## config.mk

```make
export PLATFORM = sky130hd
export DESIGN_NAME = opb_register_bank_ppc2simulink_flat
export DESIGN_NICKNAME = d
export VERILOG_FILES = /design/src/rtl/opb_register_bank_ppc2simulink_if.sv /design/src/rtl/opb_register_bank_ppc2simulink.sv /design/src/flat_wrapper.sv
export SDC_FILE = /design/constraint.sdc
export NUM_CORES = 1
export LEC_CHECK = 0
export CAP_MARGIN = 20
export CORE_AREA = 2 2 142 144
export CTS_BUF_LIST = sky130_fd_sc_hd__clkbuf_8
export DETAILED_ROUTE_END_ITERATION = 7
export DIE_AREA = 0 0 144 146
export PLACE_DENSITY = 0.87
export SKIP_CTS_REPAIR_TIMING = 1
export SLEW_MARGIN = 10
export SYNTH_ARGS = -nofsm -noshare
export SYNTH_HDL_FRONTEND = slang
export SYNTH_SLANG_ARGS = --single-unit
```

## constraint.sdc

```tcl
create_clock -name OPB_Clk -period 28.7 [get_ports OPB_Clk]
set_clock_uncertainty 0.05 [all_clocks]
set_input_delay 4.305 -clock OPB_Clk [delete_from_list [all_inputs] [get_ports OPB_Clk]]
set_output_delay 4.305 -clock OPB_Clk [all_outputs]
set_load 0.01 [all_outputs]
```

## src/rtl/opb_register_bank_ppc2simulink_if.sv

```systemverilog
// OPB slave-side bus bundle for the PPC-to-Simulink register bank.
// Big-endian OPB bit numbering: index 0 is the most significant bit.
interface opb_register_bank_ppc2simulink_if;
  logic [0:31] OPB_ABus;
  logic [0:3]  OPB_BE;
  logic [0:31] OPB_DBus;
  logic        OPB_RNW;
  logic        OPB_select;
  logic        OPB_seqAddr;
  logic [0:31] Sl_DBus;
  logic        Sl_xferAck;
  logic        Sl_errAck;
  logic        Sl_retry;
  logic        Sl_toutSup;

  modport slave (
    input  OPB_ABus, OPB_BE, OPB_DBus, OPB_RNW, OPB_select, OPB_seqAddr,
    output Sl_DBus, Sl_xferAck, Sl_errAck, Sl_retry, Sl_toutSup
  );

  modport master (
    output OPB_ABus, OPB_BE, OPB_DBus, OPB_RNW, OPB_select, OPB_seqAddr,
    input  Sl_DBus, Sl_xferAck, Sl_errAck, Sl_retry, Sl_toutSup
  );
endinterface

```

## src/rtl/opb_register_bank_ppc2simulink.sv

```systemverilog
// Bank of 32-bit OPB software registers: writable ones drive user logic,
// read-only ones sample user logic. Single clock, one-cycle acknowledge.
module opb_register_bank_ppc2simulink #(
  parameter logic [31:0]              C_BASEADDR   = 32'h01080A00,
  parameter logic [31:0]              C_HIGHADDR   = 32'h01080AFF,
  parameter int                       C_OPB_AWIDTH = 32,
  parameter int                       C_OPB_DWIDTH = 32,
  parameter int                       C_NUM_REGS   = 4,
  parameter logic [C_NUM_REGS-1:0]    C_RO_MASK    = '0,
  parameter logic [C_NUM_REGS*32-1:0] C_RESET_VALS = '0,
  parameter                           C_FAMILY     = "virtex5"
) (
  input  logic                       OPB_Clk,
  input  logic                       OPB_Rst,
  opb_register_bank_ppc2simulink_if.slave bus,
  output logic [C_NUM_REGS*32-1:0]   user_data_out,
  input  logic [C_NUM_REGS*32-1:0]   user_data_in,
  output logic [C_NUM_REGS-1:0]      user_data_valid
);

  typedef enum logic {IDLE, ACK} state_t;

  state_t                  state, state_n;
  logic                    hit, capture, ack, commit;
  logic [31:0]             word;
  logic [C_NUM_REGS-1:0]   sel_next;
  logic [31:0]             rd_chain [C_NUM_REGS+1];

  logic                    rnw_p1;
  logic [3:0]              be_p1;
  logic [31:0]             wdata_p1;
  logic [31:0]             rdata_p1;
  logic [C_NUM_REGS-1:0]   sel_p1;

  // Bus parameters that are informational only at this data width.
  logic unused_ok;
  assign unused_ok = ^{bus.OPB_seqAddr, C_FAMILY, C_OPB_AWIDTH[0], C_OPB_DWIDTH[0]};

  function automatic logic [31:0] merge_bytes(input logic [31:0] old_val,
                                               input logic [31:0] new_val,
                                               input logic [3:0]  be);
    logic [31:0] res;
    res = old_val;
    for (int b = 0; b < 4; b++)
      if (be[b]) res[8*b +: 8] = new_val[8*b +: 8];
    return res;
  endfunction

  assign hit  = bus.OPB_select && (bus.OPB_ABus >= C_BASEADDR) && (bus.OPB_ABus <= C_HIGHADDR);
  assign word = (bus.OPB_ABus - C_BASEADDR) >> 2;

  always_ff @(posedge OPB_Clk) begin
    if (OPB_Rst) state <= IDLE;
    else         state <= state_n;
  end

  always_comb begin
    state_n = state;
    capture = 1'b0;
    case (state)
      IDLE: if (hit) begin
        state_n = ACK;
        capture = 1'b1;
      end
      ACK:     state_n = IDLE;
      default: state_n = IDLE;
    endcase
  end

  // Reset in the ACK cycle must kill both the handshake and the write.
  assign ack    = (state == ACK) && !OPB_Rst;
  assign commit = ack && !rnw_p1;

  assign rd_chain[0] = '0;

  for (genvar g = 0; g < C_NUM_REGS; g++) begin : g_reg
    logic [31:0] src;
    assign sel_next[g]   = (word == 32'(g));
    assign src           = C_RO_MASK[g] ? user_data_in[32*g +: 32] : user_data_out[32*g +: 32];
    assign rd_chain[g+1] = rd_chain[g] | (sel_next[g] ? src : 32'h0);

    if (C_RO_MASK[g]) begin : g_ro
      assign user_data_out[32*g +: 32] = '0;
      assign user_data_valid[g]        = 1'b0;
    end else begin : g_rw
      logic [31:0] reg_q;
      logic        vld_q;
      always_ff @(posedge OPB_Clk) begin
        if (OPB_Rst) begin
          reg_q <= C_RESET_VALS[32*g +: 32];
          vld_q <= 1'b0;
        end else begin
          vld_q <= 1'b0;
          if (commit && sel_p1[g]) begin
            reg_q <= merge_bytes(reg_q, wdata_p1, be_p1);
            vld_q <= |be_p1;
          end
        end
      end
      assign user_data_out[32*g +: 32] = reg_q;
      assign user_data_valid[g]        = vld_q;
    end
  end

  // Stage p1: request captured on the IDLE->ACK edge
  always_ff @(posedge OPB_Clk) begin
    if (capture) begin
      rnw_p1   <= bus.OPB_RNW;
      be_p1    <= bus.OPB_BE;
      wdata_p1 <= bus.OPB_DBus;
      sel_p1   <= sel_next;
      rdata_p1 <= bus.OPB_RNW ? rd_chain[C_NUM_REGS] : 32'h0;
    end
  end

  assign bus.Sl_xferAck = ack;
  assign bus.Sl_DBus    = ack ? rdata_p1 : 32'h0;
  assign bus.Sl_errAck  = 1'b0;
  assign bus.Sl_retry   = 1'b0;
  assign bus.Sl_toutSup = 1'b0;

endmodule

```

## src/flat_wrapper.sv

```systemverilog
// flat-port wrapper written by rule: the top's interface ports become plain ports
module opb_register_bank_ppc2simulink_flat 
#(
  parameter logic [31:0]              C_BASEADDR   = 32'h01080A00,
  parameter logic [31:0]              C_HIGHADDR   = 32'h01080AFF,
  parameter int                       C_OPB_AWIDTH = 32,
  parameter int                       C_OPB_DWIDTH = 32,
  parameter int                       C_NUM_REGS   = 4,
  parameter logic [C_NUM_REGS-1:0]    C_RO_MASK    = '0,
  parameter logic [C_NUM_REGS*32-1:0] C_RESET_VALS = '0,
  parameter                           C_FAMILY     = "       "
)
  (OPB_Clk, OPB_Rst, user_data_out, user_data_in, user_data_valid, bus_OPB_ABus, bus_OPB_BE, bus_OPB_DBus, bus_OPB_RNW, bus_OPB_select, bus_OPB_seqAddr, bus_Sl_DBus, bus_Sl_xferAck, bus_Sl_errAck, bus_Sl_retry, bus_Sl_toutSup);
  opb_register_bank_ppc2simulink_if bus_i ();
  input  logic OPB_Clk;
  input  logic OPB_Rst;
  output logic [C_NUM_REGS*32-1:0] user_data_out;
  input  logic [C_NUM_REGS*32-1:0] user_data_in;
  output logic [C_NUM_REGS-1:0] user_data_valid;
  input wire logic [$bits(bus_i.OPB_ABus)-1:0] bus_OPB_ABus;
  input wire logic [$bits(bus_i.OPB_BE)-1:0] bus_OPB_BE;
  input wire logic [$bits(bus_i.OPB_DBus)-1:0] bus_OPB_DBus;
  input wire logic [$bits(bus_i.OPB_RNW)-1:0] bus_OPB_RNW;
  input wire logic [$bits(bus_i.OPB_select)-1:0] bus_OPB_select;
  input wire logic [$bits(bus_i.OPB_seqAddr)-1:0] bus_OPB_seqAddr;
  output wire logic [$bits(bus_i.Sl_DBus)-1:0] bus_Sl_DBus;
  output wire logic [$bits(bus_i.Sl_xferAck)-1:0] bus_Sl_xferAck;
  output wire logic [$bits(bus_i.Sl_errAck)-1:0] bus_Sl_errAck;
  output wire logic [$bits(bus_i.Sl_retry)-1:0] bus_Sl_retry;
  output wire logic [$bits(bus_i.Sl_toutSup)-1:0] bus_Sl_toutSup;
  assign bus_i.OPB_ABus = bus_OPB_ABus;
  assign bus_i.OPB_BE = bus_OPB_BE;
  assign bus_i.OPB_DBus = bus_OPB_DBus;
  assign bus_i.OPB_RNW = bus_OPB_RNW;
  assign bus_i.OPB_select = bus_OPB_select;
  assign bus_i.OPB_seqAddr = bus_OPB_seqAddr;
  assign bus_Sl_DBus = bus_i.Sl_DBus;
  assign bus_Sl_xferAck = bus_i.Sl_xferAck;
  assign bus_Sl_errAck = bus_i.Sl_errAck;
  assign bus_Sl_retry = bus_i.Sl_retry;
  assign bus_Sl_toutSup = bus_i.Sl_toutSup;
  opb_register_bank_ppc2simulink #(.C_BASEADDR(C_BASEADDR), .C_HIGHADDR(C_HIGHADDR), .C_OPB_AWIDTH(C_OPB_AWIDTH), .C_OPB_DWIDTH(C_OPB_DWIDTH), .C_NUM_REGS(C_NUM_REGS), .C_RO_MASK(C_RO_MASK), .C_RESET_VALS(C_RESET_VALS), .C_FAMILY(C_FAMILY)) u_core (.OPB_Clk(OPB_Clk), .OPB_Rst(OPB_Rst), .bus(bus_i), .user_data_out(user_data_out), .user_data_in(user_data_in), .user_data_valid(user_data_valid));
endmodule
```

==> results of run 1 <==
-- report_power, final --
part / total, mW / internal, mW / switching (mW)
clock network: 0.209 / 0.102 / 0.107
logic: 0.0277 / 0.0122 / 0.0155
registers: 0.301 / 0.301 / 0.0000000281
total: 0.537 / 0.415 / 0.123
-- path summary, 6_finish.rpt --
path                                                      from  cells past startpoint                             end
worst max-delay path                                   OPB_Rst                      4                 bus_Sl_DBus[10]
worst min-delay path            u_core.g_reg[2].g_rw.reg_q[18]                      2  u_core.g_reg[2].g_rw.reg_q[18]
worst max register to register                    u_core.state                      7  u_core.g_reg[2].g_rw.reg_q[11]
worst min register to register  u_core.g_reg[2].g_rw.reg_q[18]                      2  u_core.g_reg[2].g_rw.reg_q[18]
-- placed cells by master (no fill, tap or decap), drive strengths merged, types with 2 or more instances in the layout --
| cell | Yosys | routed |
|---|---|---|
| or3 | 2 | 2 |
| conb | 1 | 3 |
| mux2 | 32 | 32 |
| clkinv | 0 | 5 |
| o31ai | 2 | 2 |
| nor2b | 11 | 11 |
| nor2 | 6 | 6 |
| clkdlybuf4s50 | 0 | 232 |
| a21oi | 132 | 132 |
| a211oi | 35 | 35 |
| nor4b | 2 | 2 |
| nand4 | 3 | 3 |
| buf | 18 | 19 |
| nand3 | 131 | 131 |
| o2111ai | 2 | 2 |
| nand2 | 183 | 183 |
| inv | 4 | 21 |
| clkbuf | 69 | 32 |
| nand3b | 33 | 33 |
| nor3 | 7 | 7 |
| and2 | 37 | 37 |
| o21ai | 3 | 3 |
| a22o | 32 | 32 |
| edfxtp | 73 | 73 |
| dfxtp | 133 | 133 |
| nor4 | 6 | 6 |
| a2111oi | 2 | 2 |
-- per-layer routing --
| metal | GRT usage, % | part of all wire (%) | up-vias |
|---|---|---|---|
| met4 | 7.353 | 2.3 | 0 |
| met2 | 36.45 | 41 | 470 |
| met5 | 0 | 0 | - |
| met3 | 8.917 | 13 | 49 |
| met1 | 38.30 | 43 | 3900 |
| li1 | - | - | 3881 |
-- worst max-delay path: stages --
cell             delay [ns]
buf_4                  0.23
nor2b_2                0.73
and2_1                 0.26
clkdlybuf4s50_1        0.55
-- area by class of cell --
| class | count | area share (%) |
|---|---|---|
| Multi-Input combinational cell | 679 | 32.84 |
| Tap cell | 265 | 2.717 |
| Clock inverter | 22 | 0.6972 |
| Inverter | 4 | 0.1230 |
| Clock buffer | 32 | 3.609 |
| Sequential cell | 206 | 39.78 |
| Timing Repair Buffer | 251 | 20.24 |
-- kinds of logic (layout without fill, tap and decap cells) --
| kind of cell | Yosys count | count (layout) |
|---|---|---|
| adders and majority gates | 1 | 1 |
| and+or+nand+nor | 426 | 426 |
| DFF | 206 | 206 |
| xor gates and xnor gates | 2 | 2 |
| buffers and inverters | 91 | 309 |
| other | 1 | 3 |
| muxes | 32 | 32 |
| AOI/OAI and AO/OA | 215 | 215 |
-- synthesized netlist by cell type (2+ instances only) --
| cell type | count |
|---|---|
| clkbuf_1 | 69 |
| buf_1 | 7 |
| dfxtp_1 | 133 |
| o2111ai_1 | 2 |
| nand3b_1 | 33 |
| nor2_1 | 6 |
| o31ai_1 | 2 |
| a211oi_1 | 7 |
| inv_1 | 4 |
| mux2_2 | 32 |
| a22o_1 | 32 |
| a211oi_2 | 28 |
| or3_1 | 2 |
| nor2b_1 | 11 |
| nand3_1 | 131 |
| nor4_1 | 6 |
| nand4_1 | 3 |
| buf_6 | 4 |
| buf_4 | 7 |
| and2_1 | 37 |
| nor3_1 | 6 |
| nand2_1 | 183 |
| o21ai_0 | 3 |
| a21oi_1 | 132 |
| edfxtp_1 | 73 |
-- sequential cells by signal, indices dropped and copies added (netlist names) --
signal	cells
u_core.g.g_rw.reg_q	128
u_core.rdata_p1	32
u_core.wdata_p1	32
u_core.be_p1	4
u_core.g.g_rw.vld_q	4
u_core.sel_p1	4
u_core.rnw_p1	1
u_core.state	1
==> flow_summary_export.csv, run 1 <==
group,metric,value,unit
setup_path,worst-path-max-fanout,36,
floorplanning,fp.dieH,146,um
clocking,path_clk_slew,0.06,ns
yosys,synth_top_area_cell,"dfxtp_1",
global_routing,grt_pass1_wl,43510,um
route,wl,28730,um
timing,worst_hold_slack,0.4186,ns
finish,area_growth,32.38,%
route,drc,0,
power_and_ir_drop,leakagePower,3.737,nW
yosys,synthSimpleGateAreaFrac,22.76,%
floorplanning,ioPinCount,369,
yosys,synth_top_family_by_area,"simple AND/OR/NAND/NOR gates",
timing,setup_viol,0,
setup_path,cp_data_arrival_time,6.09,ns
route,routed_via_density,5.689,
yosys,synth_compound_area_share,15.99,%
place,postPlaceCellArea,0.01168,mm^2
finish,n_fill_cell,1616,
yosys,ys_seq_area_share,52.66,%
timing,slew_violations,0,
yosys,synth_warnings,0,
yosys,synth_top_area_share,28.88,%
timing,setup_ws,18.26,ns
floorplanning,initial_core_util,47.68,%
setup_path,start_kind,"input port",
global_routing,antenna_found_initial,0,
global_routing,grt_max_degree,96,
clocking,cts_tree,"done",
finish,regArea,0.004855,mm^2
place,io_buffers,234,
timing,grt_setup_unrepaired,"false",
place,place_inst,1405,
route,dr.pass1.iters,5,
place,gp_congestion,0.9079,
floorplanning,core,0.01933,mm^2
setup_path,r2r_setup_slack,25.56,ns
yosys,synth_area_leaders,"dfxtp_1 29%, edfxtp_1 24%, nand2_1 7.5%, a21oi_1 7.2%, nand3_1 7.1%",
yosys,syn_area_per_cell,9.465,um^2
finish,multi_input_area,0.004008,mm^2
timing,timing.fmax,95.75,MHz
floorplanning,core.rowCount,51,
clocking,cts-htree-levels,1,
clocking,cts-root-buf,"clkbuf_8",
timing,fin_crit,10.44,ns
finish,drive_above_1_share,10.47,%
clocking,clk_latency,0.55,ns
status,status,"finished clean",
timing,fin_setup_tns,0,ns
floorplanning,die_area,0.02102,mm^2
route,final_antenna_net_count,0,
route,routedWlPerCell,19.69,um
yosys,ys_types,46,
global_routing,overflow,0,
route,drt-initial-drc-count,850,
setup_path,crit_type,"input port to output pin",
power_and_ir_drop,power,537.5,uW
clocking,clock_sinks,206,
power_and_ir_drop,p_per_area,44.04,mW/mm^2
timing,max_slew_margin,34.28,%
yosys,ys.flop_type,"dfxtp_1",
min_path,hp-class,"register to register",
yosys,synthMuxAreaShare,3.909,%
timing,worstMarginPinSlew,0.9858,ns
yosys,synth_edf_count,73,
yosys,synthAdderAreaFrac,0.1357,%
place,post-dp-hpwl,20190,um
finish,instances_no_fill,1459,
timing,hold_viol,0,
finish,fin_area,0.01220,mm^2
place,place_ws,18.21,ns
route,via_count,8300,
yosys,synthArstFlopShare,0,%
yosys,synth-xor-area-share,0.1900,%
setup_path,worstPathRequired,24.34,ns
global_routing,grt_usage,26.09,%
setup_path,worst_setup_path_end_kind,"output pin",
clocking,cts_buffers,30,
yosys,synth_seq_cells,206,
yosys,syn-cell-area,0.009219,mm^2
flow_run,maxCapViolCount,0,
timing,period_share,36.39,%
finish,post-route-util,63.12,%
clocking,cts_max_path_buffers,3,
power_and_ir_drop,ir_drop,0.04048,mV
finish,antennaDiodeCount,0,
yosys,synth_cells,974,
floorplanning,die_w,144,um
finish,fin_nets,1374,
global_routing,first_global_vias,7640,
Note: power is estimated with default switching activity, not from simulation.
==> run 2: changes to the inputs <==
--- a/config.mk
+++ b/config.mk
@@ -6,11 +6,10 @@
 export NUM_CORES = 1
 export LEC_CHECK = 0
 export CAP_MARGIN = 20
-export CORE_AREA = 2 2 142 144
+export CORE_UTILIZATION = 41
 export CTS_BUF_LIST = sky130_fd_sc_hd__clkbuf_8
 export DETAILED_ROUTE_END_ITERATION = 7
-export DIE_AREA = 0 0 144 146
-export PLACE_DENSITY = 0.87
+export PLACE_DENSITY = 0.79
 export SKIP_CTS_REPAIR_TIMING = 1
 export SLEW_MARGIN = 10
 export SYNTH_ARGS = -nofsm -noshare
==> constraint.sdc (replaced) <==
create_clock -name OPB_Clk -period 8.84 [get_ports OPB_Clk]
set_clock_uncertainty 0.05 [all_clocks]
set_input_delay 1.326 -clock OPB_Clk [delete_from_list [all_inputs] [get_ports OPB_Clk]]
set_output_delay 1.326 -clock OPB_Clk [all_outputs]
set_load 0.01 [all_outputs]
==> flow_summary_export.csv, run 2 (synthesis gave the netlist of run 1 again) <==
group,metric,value,unit
clocking,cts-root-buf,"clkbuf_8",
setup_path,worstPathRequired,7.46,ns
finish,fin_nets,1378,
route,drc,40,
status,violations,"DRC",
clocking,clk_latency,0.52,ns
place,io_buffers,234,
timing,slew_violations,0,
floorplanning,ioPinCount,369,
global_routing,first_global_vias,7776,
global_routing,grt_usage,24.84,%
route,drt-initial-drc-count,886,
timing,grt_setup_unrepaired,"false",
setup_path,reg2reg_to,"u_core.g_reg[2].g_rw.reg_q[18]",
route,via_count,8155,
route,dr.pass1.iters,8,
setup_path,r2r_setup_slack,5.80,ns
power_and_ir_drop,leakagePower,3.798,nW
clocking,path_clk_slew,0.06,ns
timing,worst_hold_slack,0.4164,ns
place,post-dp-hpwl,20520,um
setup_path,cp_data_arrival_time,3.18,ns
setup_path,crit_type,"input port to output pin",
global_routing,grt_max_degree,91,
min_path,min_path_cells,2,
min_path,hp-class,"register to register",
timing,timing.fmax,219.4,MHz
setup_path,start_kind,"input port",
finish,area_growth,34.08,%
min_path,min_to,"u_core.g_reg[3].g_rw.reg_q[13]",
power_and_ir_drop,ir_drop,0.1379,mV
timing,setup_viol,0,
clocking,clock_sinks,206,
route,routedWlPerCell,19.62,um
global_routing,antenna_found_initial,0,
finish,largest_register_ffs,128,
timing,worstMarginPinSlew,0.9809,ns
setup_path,worst_setup_path_end_kind,"output pin",
timing,setup_ws,4.282,ns
setup_path,worst-path-max-fanout,41,
floorplanning,fp.dieH,152.0,um
route,routed_via_density,5.506,
timing,hold_viol,0,
place,place_inst,1419,
setup_path,worst_r2r_path_depth,7,
timing,fin_crit,4.558,ns
min_path,min_from,"u_core.g_reg[3].g_rw.reg_q[13]",
finish,layout_commonest_cell,"clkdlybuf4s50_1",
global_routing,overflow,0,
clocking,cts_max_path_buffers,3,
timing,fin_setup_tns,0,ns
route,final_antenna_net_count,0,
clocking,cts_buffers,34,
power_and_ir_drop,power,1.852,mW
flow_run,maxCapViolCount,0,
finish,final_cell_mix,"232 x clkdlybuf4s50_1, 183 x nand2_1, 133 x dfxtp_1",
global_routing,grt_pass1_wl,45080,um
setup_path,reg2reg_from,"u_core.state",
status,status,"finished, violations left",
clocking,cts-htree-levels,2,
finish,drive_above_1_share,11.32,%
finish,antennaDiodeCount,0,
timing,period_share,51.56,%
floorplanning,die_area,0.02309,mm^2
finish,reg.largest.list,"u_core.g.g_rw.reg_q: 128 flops, u_core.rdata_p1: 32 flops, u_core.wdata_p1: 32 flops",
route,wl,29060,um
finish,instances_no_fill,1481,
place,place_ws,4.006,ns
floorplanning,core,0.02196,mm^2
floorplanning,initial_core_util,41.98,%
clocking,cts_tree,"done",
power_and_ir_drop,p_per_area,149.8,mW/mm^2
floorplanning,die_w,152.0,um
finish,top_register,"u_core.g.g_rw.reg_q",
finish,n_fill_cell,1921,
place,gp_congestion,0.8579,
floorplanning,core.rowCount,54,
timing,max_slew_margin,34.61,%
-- run 2: cell count changes in the layout (fill, tap and decap cells not counted), sizes merged --
| cell | before | now |
|---|---|---|
| clkinv | 5 | 4 |
| clkinvlp | 0 | 1 |
| clkbuf | 32 | 40 |
| inv | 21 | 20 |
-- run 2: final cells by class --
type / count / area (um^2) / area share, %
inverter: 4 / 15.01 / 0.1215
timing repair buffer: 251 / 2482 / 20.08
multi-input combinational: 679 / 4020 / 32.52
clock inverter: 21 / 87.58 / 0.7086
tap: 280 / 350.3 / 2.834
clock buffer: 40 / 550.5 / 4.454
sequential: 206 / 4855 / 39.28
-- run 2: worst max-delay path by stage --
stage	start	endpoint	slack (ns)	depth (start not counted)
3_5_place_dp	bus_OPB_ABus[12]	u_core.rdata_p1[1]	4.01	7
6_report	OPB_Rst	bus_Sl_DBus[14]	4.28	4
2_1_floorplan	bus_OPB_ABus[20]	u_core.be_p1[0]	1.83	3
4_1_cts	OPB_Rst	bus_Sl_DBus[14]	4.21	4
3_3_place_gp	bus_OPB_ABus[12]	u_core.rdata_p1[1]	4.01	7
5_1_grt	OPB_Rst	bus_Sl_DBus[14]	4.09	4
-- run 2: metal layers --
metal | share of wire (%) | GRT usage (%)
met5 | 0 | 0
met4 | 2.6 | 8.066
met3 | 12 | 6.703
met2 | 42 | 35.34
met1 | 44 | 36.26
-- run 2: critical path, cell delays in order --
cell	delay [ns]
buf_4	0.25
nor2b_2	0.78
and2_1	0.24
clkdlybuf4s50_1	0.58
-- run 2: where the power goes --
part | total (mW) | internal, mW | switching [mW]
Sequential | 0.977 | 0.977 | 0.0000000924
Combinational | 0.0892 | 0.0392 | 0.0500
Clock | 0.786 | 0.411 | 0.374
-- run 2: metrics by stage --
stage / util [%] / instance area [um^2]
6_report: 56.29 / 12360
4_1_cts: 56.17 / 12330
5_1_grt: 56.29 / 12360
3_5_place_dp: 53.26 / 11700
2_1_floorplan: - / 9233
3_3_place_gp: 53.26 / 11700
==> run 3: changes to the inputs <==
==> constraint.sdc (replaced) <==
create_clock -name OPB_Clk -period 4.05 [get_ports OPB_Clk]
set_clock_uncertainty 0.05 [all_clocks]
set_input_delay 0.6075 -clock OPB_Clk [delete_from_list [all_inputs] [get_ports OPB_Clk]]
set_output_delay 0.6075 -clock OPB_Clk [all_outputs]
set_load 0.01 [all_outputs]
==> flow_summary_export.csv, run 3 (synthesis gave the netlist of run 1 again) <==
group,metric,value,unit
global_routing,grt_pass1_wl,45310,um
timing,timing.fmax,300.0,MHz
floorplanning,fp.dieH,152.0,um
clocking,cts_buffers,34,
min_path,min_from,"u_core.g_reg[2].g_rw.reg_q[20]",
place,gp_congestion,0.8492,
power_and_ir_drop,ir_drop,0.2380,mV
global_routing,first_global_vias,7785,
setup_path,reg2reg_to,"u_core.g_reg[3].g_rw.reg_q[28]",
floorplanning,core.rowCount,54,
finish,antennaDiodeCount,0,
setup_path,r2r_setup_slack,1.69,ns
setup_path,crit_type,"input port to register",
route,wl,29160,um
finish,drive_above_1_share,12.46,%
finish,top_register,"u_core.g.g_rw.reg_q",
timing,hold_viol,0,
setup_path,start_kind,"input port",
clocking,cts-htree-levels,2,
min_path,min_path_cells,2,
setup_path,worst_setup_path_end_kind,"register",
clocking,path_clk_slew,0.06,ns
route,drt-initial-drc-count,1038,
floorplanning,die_area,0.02309,mm^2
setup_path,reg2reg_from,"u_core.state",
floorplanning,initial_core_util,41.98,%
finish,final_cell_mix,"232 x clkdlybuf4s50_1, 183 x nand2_1, 133 x dfxtp_1",
finish,fin_nets,1389,
finish,area_growth,35.34,%
timing,fin_setup_tns,0,ns
status,violations,"DRC",
status,status,"finished, violations left",
global_routing,overflow,0,
setup_path,cp_data_arrival_time,3.59,ns
route,final_antenna_net_count,0,
global_routing,antenna_found_initial,0,
place,post-dp-hpwl,21150,um
clocking,clock_sinks,206,
clocking,cts-root-buf,"clkbuf_8",
route,routedWlPerCell,19.54,um
finish,reg.largest.list,"u_core.g.g_rw.reg_q: 128 flops, u_core.rdata_p1: 32 flops, u_core.wdata_p1: 32 flops",
timing,setup_viol,0,
clocking,cts_tree,"done",
timing,fin_crit,3.334,ns
global_routing,grt_max_degree,81,
min_path,min_to,"u_core.g_reg[2].g_rw.reg_q[20]",
route,dr.pass1.iters,7,
route,routed_via_density,5.477,
global_routing,grt_usage,24.90,%
setup_path,worst-path-max-fanout,36,
finish,largest_register_ffs,128,
clocking,clk_latency,0.51,ns
route,via_count,8171,
timing,period_share,82.31,%
timing,worst_hold_slack,0.4206,ns
timing,slew_violations,0,
setup_path,worstPathRequired,4.30,ns
setup_path,worst_r2r_path_depth,7,
timing,worstMarginPinSlew,0.8967,ns
floorplanning,ioPinCount,369,
finish,layout_commonest_cell,"clkdlybuf4s50_1",
setup_path,startpoint,"bus_OPB_ABus[13]",
min_path,hp-class,"register to register",
power_and_ir_drop,leakagePower,3.839,nW
power_and_ir_drop,p_per_area,322.8,mW/mm^2
floorplanning,core,0.02196,mm^2
route,drc,38,
clocking,cts_max_path_buffers,3,
flow_run,maxCapViolCount,0,
place,io_buffers,234,
floorplanning,die_w,152.0,um
timing,grt_setup_unrepaired,"false",
timing,max_slew_margin,40.22,%
==> run 3: cell type report <==
cell class / instances / area [um^2]
Inverter: 4 / 15.01
Clock inverter: 23 / 110.1
Tap cell: 280 / 350.3
Timing Repair Buffer: 262 / 2582
Clock buffer: 38 / 523.0
Fill cell: 1918 / 9482
Sequential cell: 206 / 4855
Multi-Input combinational cell: 679 / 4041
==> run 3: how the worst max path moves through the flow <==
stage                         endpoint  cells after the start
floorplan              u_core.be_p1[0]                      3
global placement    u_core.rdata_p1[2]                      8
detailed placement    u_core.sel_p1[0]                      8
CTS                   u_core.sel_p1[0]                      8
global route          u_core.sel_p1[0]                      8
finish                u_core.sel_p1[0]                      8
==> run 3: per-layer routing <==
| metal | part of all wire, % | GRT usage (%) | up-vias |
|---|---|---|---|
| met5 | 0 | 0 | - |
| met2 | 41 | 35.34 | 382 |
| met1 | 46 | 36.53 | 3823 |
| li1 | - | - | 3908 |
| met3 | 11 | 6.161 | 58 |
| met4 | 3.0 | 8.698 | 0 |
==> run 3: worst max-delay path, cell delays in order <==
cell and delay, ns:
clkdlybuf4s50_1 0.49, or4_4 0.58, or4b_4 0.51, a2111oi_2 0.37
a21oi_1 0.08, a2111o_2 0.44, buf_12 0.20, nor4_1 0.28
==> run 3: where the power goes <==
group | internal (mW) | switching, mW
combinational | 0.0905 | 0.113
sequential | 2.13 | 0.000000222
clock | 0.870 | 0.821
total | 3.09 | 0.934
==> run 3: metrics by stage <==
step | total power, mW | util (%) | instance area [um^2] | instances | setup WS, ns
global route | 4.164 | 56.82 | 12480 | 1492 | 0.6126
detailed placement | 2.379 | 53.94 | 11840 | 1431 | 0.2383
floorplan | 2.270 | - | 9266 | 976 | -0.09083
finish | 4.027 | 56.82 | 12480 | 1492 | 0.7164
global placement | 2.379 | 53.94 | 11840 | 1431 | 0.2795
CTS | 4.061 | 56.82 | 12480 | 1492 | 0.7385
